--- config.mk ---
export PLATFORM = sky130hd
export DESIGN_NAME = sel_code_encoder_flat
export DESIGN_NICKNAME = d
export VERILOG_FILES = /design/src/rtl/sel_code_encoder_if.sv /design/src/rtl/sel_code_encoder.sv /design/src/flat_wrapper.sv
export SDC_FILE = /design/constraint.sdc
export NUM_CORES = 1
export LEC_CHECK = 0
export CAP_MARGIN = 40
export CORE_AREA = 2 2 44 46
export DETAILED_ROUTE_END_ITERATION = 8
export DIE_AREA = 0 0 46 48
export PLACE_DENSITY = 0.74
export SLEW_MARGIN = 40
export SYNTH_ARGS = -nofsm -noshare
export SYNTH_HDL_FRONTEND = slang
export SYNTH_SLANG_ARGS = --single-unit
--- constraint.sdc ---
create_clock -name clk -period 1.5 [get_ports clk]
set_input_delay 0.375 -clock clk [delete_from_list [all_inputs] [get_ports clk]]
set_output_delay 0.375 -clock clk [all_outputs]
set_load 0.05 [all_outputs]
--- src/rtl/sel_code_encoder_if.sv ---
// sel_code_encoder_if
// Purpose : groups the request/result handshake of sel_code_encoder.
// Signals : in_valid/in_ready/req  - upstream request channel
//           out_valid/out_ready    - downstream result handshake
//           code/multi_hot         - held result
//           err_cnt                - saturating malformed-request counter
// Modports: slave  - the encoder side
//           master - the side that drives requests and consumes results
interface sel_code_encoder_if #(
  parameter int ERR_CNT_W = 8
);
  logic                 in_valid;
  logic                 in_ready;
  logic [3:0]           req;
  logic                 out_valid;
  logic                 out_ready;
  logic [1:0]           code;
  logic                 multi_hot;
  logic [ERR_CNT_W-1:0] err_cnt;

  modport slave (
    input  in_valid, req, out_ready,
    output in_ready, out_valid, code, multi_hot, err_cnt
  );

  modport master (
    output in_valid, req, out_ready,
    input  in_ready, out_valid, code, multi_hot, err_cnt
  );
endinterface

--- src/rtl/sel_code_encoder.sv ---
// sel_code_encoder
// Purpose : one-deep registered priority encoder for a 4-bit selector
//           request. Lowest set bit wins; vectors with more than one bit
//           set are flagged, and zero or multi-hot requests are counted.
// Ports   : clk - clock, rising edge
//           rst - asynchronous, active-high reset
//           bus - sel_code_encoder_if.slave (handshake, result, err_cnt)
module sel_code_encoder #(
  parameter int ERR_CNT_W = 8
) (
  input  logic                   clk,
  input  logic                   rst,
  sel_code_encoder_if.slave      bus
);

  typedef enum logic {
    EMPTY = 1'b0,
    FULL  = 1'b1
  } state_t;

  localparam logic [ERR_CNT_W-1:0] ERR_MAX = '1;
  localparam logic [ERR_CNT_W-1:0] ERR_ONE = {{(ERR_CNT_W-1){1'b0}}, 1'b1};

  state_t               state_q;
  logic [1:0]           code_q;
  logic                 multi_hot_q;
  logic [ERR_CNT_W-1:0] err_cnt_q;

  logic       in_ready;
  logic       accept;
  logic       drain;
  logic       req_zero;
  logic       req_multi;
  logic       valid_accept;
  logic       err_event;
  logic [1:0] code_d;

  // in_ready looks only at state and out_ready, never at in_valid/req,
  // so no combinational path exists from the request side back to it.
  assign in_ready     = (state_q == EMPTY) || bus.out_ready;
  assign accept       = bus.in_valid && in_ready;
  assign drain        = (state_q == FULL) && bus.out_ready;
  assign req_zero     = (bus.req == 4'd0);
  // Clearing the lowest set bit leaves something only if 2+ bits were set.
  assign req_multi    = ((bus.req & (bus.req - 4'd1)) != 4'd0);
  assign valid_accept = accept && !req_zero;
  assign err_event    = accept && (req_zero || req_multi);

  always_comb begin
    code_d = 2'b00;
    if (bus.req[0])      code_d = 2'b00;
    else if (bus.req[1]) code_d = 2'b01;
    else if (bus.req[2]) code_d = 2'b10;
    else if (bus.req[3]) code_d = 2'b11;
  end

  always_ff @(posedge clk or posedge rst) begin
    if (rst) begin
      state_q     <= EMPTY;
      code_q      <= 2'b00;
      multi_hot_q <= 1'b0;
      err_cnt_q   <= '0;
    end else begin
      if (err_event && (err_cnt_q != ERR_MAX)) begin
        err_cnt_q <= err_cnt_q + ERR_ONE;
      end

      case (state_q)
        EMPTY: begin
          if (valid_accept) begin
            state_q     <= FULL;
            code_q      <= code_d;
            multi_hot_q <= req_multi;
          end
        end
        FULL: begin
          // Without drain, in_ready is low, so nothing can be accepted and
          // the held result stays put.
          if (drain) begin
            if (valid_accept) begin
              code_q      <= code_d;
              multi_hot_q <= req_multi;
            end else begin
              // A zero request drained alongside leaves code/multi_hot alone.
              state_q <= EMPTY;
            end
          end
        end
      endcase
    end
  end

  assign bus.in_ready  = in_ready;
  assign bus.out_valid = (state_q == FULL);
  assign bus.code      = code_q;
  assign bus.multi_hot = multi_hot_q;
  assign bus.err_cnt   = err_cnt_q;

endmodule

--- src/flat_wrapper.sv ---
// flat-port wrapper written by rule: the top's interface ports become plain ports
module sel_code_encoder_flat 
#(
  parameter int ERR_CNT_W = 8
)
  (clk, rst, bus_in_valid, bus_req, bus_out_ready, bus_in_ready, bus_out_valid, bus_code, bus_multi_hot, bus_err_cnt);
  sel_code_encoder_if #(.ERR_CNT_W(ERR_CNT_W)) bus_i ();
  input  logic clk;
  input  logic rst;
  input wire logic [$bits(bus_i.in_valid)-1:0] bus_in_valid;
  input wire logic [$bits(bus_i.req)-1:0] bus_req;
  input wire logic [$bits(bus_i.out_ready)-1:0] bus_out_ready;
  output wire logic [$bits(bus_i.in_ready)-1:0] bus_in_ready;
  output wire logic [$bits(bus_i.out_valid)-1:0] bus_out_valid;
  output wire logic [$bits(bus_i.code)-1:0] bus_code;
  output wire logic [$bits(bus_i.multi_hot)-1:0] bus_multi_hot;
  output wire logic [$bits(bus_i.err_cnt)-1:0] bus_err_cnt;
  assign bus_i.in_valid = bus_in_valid;
  assign bus_i.req = bus_req;
  assign bus_i.out_ready = bus_out_ready;
  assign bus_in_ready = bus_i.in_ready;
  assign bus_out_valid = bus_i.out_valid;
  assign bus_code = bus_i.code;
  assign bus_multi_hot = bus_i.multi_hot;
  assign bus_err_cnt = bus_i.err_cnt;
  sel_code_encoder #(.ERR_CNT_W(ERR_CNT_W)) u_core (.clk(clk), .rst(rst), .bus(bus_i));
endmodule
==> flow_metrics.py <==
metrics = {
    "final_layout": {
        "num-nets-final": 115,
        "post-route-util_pct": 75.19,
        "antenna_cells": 0,
        "drive_gt1_share_pct": 57.69,
        "fin_area_um2": 1270,
        "area_growth_syn_to_layout_pct": 108.4,
    },
    "pwr": {
        "peakVddDrop_mv": 1.201,
        "p_leak_nw": 0.5778,
        "power_density_nw_per_um2": 1576,
        "power_mw": 2.001,
    },
    "drt": {
        "drc": 0,
        "wl_met3_um": 84,
        "wl_met2_um": 1075,
        "drt_pre_antenna_iters": 4,
        "wl_per_cell_um": 16.26,
        "wl_um": 1968,
        "top_layer": "met4",
        "route.vias.total": 642,
        "drt_iter0_markers": 17,
        "viasPerCell": 5.306,
        "ant_nets": 0,
        "wl_met1_um": 758,
    },
    "place": {
        "preCtsSetupSlack_ns": -0.6579,
        "place_area_um2": 1105,
        "port_buffers": 20,
        "dp.final_hpwl_um": 1287,
        "place_congestion": 0.8244,
    },
    "synthesis": {
        "synth_area_leaders": "dfrtp_1 49%, xor2_1 11%, nor2_1 4.3%",
        "synth.distinct_cells": 22,
        "ys_top_cells_by_count": "12 x dfrtp_1, 8 x xor2_1, 7 x nor2_1",
        "async_flop_share_pct": 100.0,
        "netlist_area_um2": 609.3,
        "synth_nets": 69,
        "postSynthCellCount": 60,
        "yosys_warnings": 0,
        "synth_ff_type": "dfrtp_1",
        "synth_top_area_share_pct": 49.28,
        "synth.avg_cell_area_um2": 10.16,
        "synth_most_common_cell": "dfrtp_1",
        "post-synth-top-area-cell": "dfrtp_1",
        "seq_area_frac_synth_pct": 49.28,
        "ys_seq_elements": 12,
        "synth-edff-count": 0,
    },
    "sta": {
        "relSlewSlack_pct": 69.34,
        "period_minus_slack_ns": 1.576,
        "maxSlewViolCount": 0,
        "fin_setup_tns_ns": -0.1494,
        "finalHoldViolations": 0,
        "worstMarginPinSlew_ns": 0.4595,
        "finalSetupViolations": 3,
        "setup_slack_ns": -0.07583,
        "grt_setup_unrepaired": "yes",
        "clock_skew_ns": 0.003484,
        "finalCritPeriodShare_pct": 105.1,
        "timing.fmax_mhz": 634.6,
    },
    "cts": {
        "clk_latency_ns": 0.26,
        "clkTransAtPathRegs_ns": 0.07,
        "cts_tree": "built",
        "clockBufferDepth": 2,
        "cts_made_buffers": 3,
        "numClockSinks": 12,
        "cts_hold_buf": 0,
        "h-tree-depth": 1,
        "cts_root_buffer": "clkbuf_4",
    },
    "global_route": {
        "grt_pass1_vias": 654,
        "track_usage_pct": 20.42,
        "grt_start_max_net_pins": 13,
        "grt_pass1_wl_um": 2994,
        "antenna_found_initial": 0,
        "grt_remaining_overflow": 0,
    },
    "worst_setup_path": {
        "arrival_ns": 1.76,
        "crit_fanout": 3,
        "cp_num_buf_inv": 2,
        "required_ns": 1.68,
        "cp_cell_sequence": "ha_4, nand3_4, o211ai_1, buf_4, buf_6, nor4_4, xor2_1",
        "path_delay_family": "flip-flops",
        "critPathKind": "reg -> reg",
        "end_kind": "flip-flop",
        "cp_slowest_cell": "dfrtp_2",
        "cp_slowest_stage_delay_ns": 0.44,
        "crit_path_start_kind": "flip-flop",
    },
    "die": {
        "placementRows": 15,
        "fp.dieW_um": 46,
        "die-area_um2": 2208,
        "die_y_um": 48,
        "ios": 21,
        "initial_utilization_pct": 36.07,
        "core_area_um2": 1689,
    },
    "status": {
        "status": "complete, but fails checks",
        "violations": "setup timing",
    },
    "worst_hold_path": {
        "hold_class": "in -> async",
    },
    "job": {
        "max-cap-violations": 0,
    },
}
cell type report:
class | instances | area, µm²
Timing Repair Buffer | 43 | 496.7
Fill cell | 106 | 419.2
Multi-Input combinational cell | 43 | 410.4
Sequential cell | 12 | 307.8
Clock buffer | 3 | 22.52
Tap cell | 17 | 21.27
Inverter | 3 | 11.26
power breakdown:
part	internal [mW]	switching, mW
sequential	0.425	0.0925
clock	0.0927	0.0998
combinational	0.617	0.674
total	1.13	0.866
layout by cell type (no fill, tap or decap), drive strengths merged:
master and count:
nand3 2, nor4 3, a211o 1, mux2 1, or3 1, nor3 3, nor4b 2, a21oi 1
a31oi 2, clkbuf 4, buf 38, o211ai 1, nand4 2, o22a 2, ha 1, nand2 4
dlygate4sd2 2, xor2 8, nor2 7, clkdlybuf4s50 2, nand2b 1, dfrtp 12, o41ai 1, inv 3
metrics by stage:
| stage | hold slack [ns] | cells |
|---|---|---|
| floorplan | 0.2393 | 60 |
| global placement | 0.5415 | 112 |
| detailed placement | 0.5471 | 112 |
| CTS | 0.4180 | 120 |
| global route | 0.4378 | 121 |
| finish | 0.4111 | 121 |
kinds of logic (layout without fill, tap and decap cells):
logic type / Yosys count / after routing / share of synthesized area (%)
flip-flops: 12 / 12 / 49.28
multiplexers: 1 / 1 / 1.848
XOR/XNOR: 8 / 8 / 11.50
AND/OR/NAND/NOR: 25 / 25 / 20.95
buffers and inverters: 5 / 49 / 4.516
AO/OA/AOI/OAI: 8 / 8 / 9.857
adder cells (fa/ha/maj): 1 / 1 / 2.053
path summary, 6_finish.rpt:
check	startpoint	to	slack, ns	depth (start not counted)
max in group asynchronous	rst	u_core.bus.out_valid$_DFF_PP0_	0.74	2
worst min-delay path	rst	u_core.bus.code[1]$_DFFE_PP0P_	0.41	2
min in group clk	bus_req[1]	u_core.bus.out_valid$_DFF_PP0_	0.42	3
worst max register to register	u_core.bus.err_cnt[0]$_DFFE_PP0P_	u_core.bus.err_cnt[5]$_DFFE_PP0P_	-0.08	7
worst max-delay path	u_core.bus.err_cnt[0]$_DFFE_PP0P_	u_core.bus.err_cnt[5]$_DFFE_PP0P_	-0.08	7
worst min register to register	u_core.bus.code[1]$_DFFE_PP0P_	u_core.bus.code[1]$_DFFE_PP0P_	0.56	1
flip-flops by register name (all words and copies together), names as in the netlist:
register / flops
u_core.bus.code: 2
u_core.bus.out_valid: 1
u_core.bus.multi_hot: 1
u_core.bus.err_cnt: 8
metal layers:
layer | vias up | GRT usage (%)
li1 | 305 | -
met4 | 0 | 11.43
met3 | 4 | 3.774
met1 | 312 | 21.94
met2 | 21 | 37.50
met5 | - | 0
timing repair:
item                                    in CTS  in global routing
endpoints found under the setup margin       9                  7
setup buffers                                5                  1
gates cloned                                 0                  0
pin swaps                                   10                  7
resized for setup                           26                  7
Note: power is estimated with default switching activity, not from simulation.
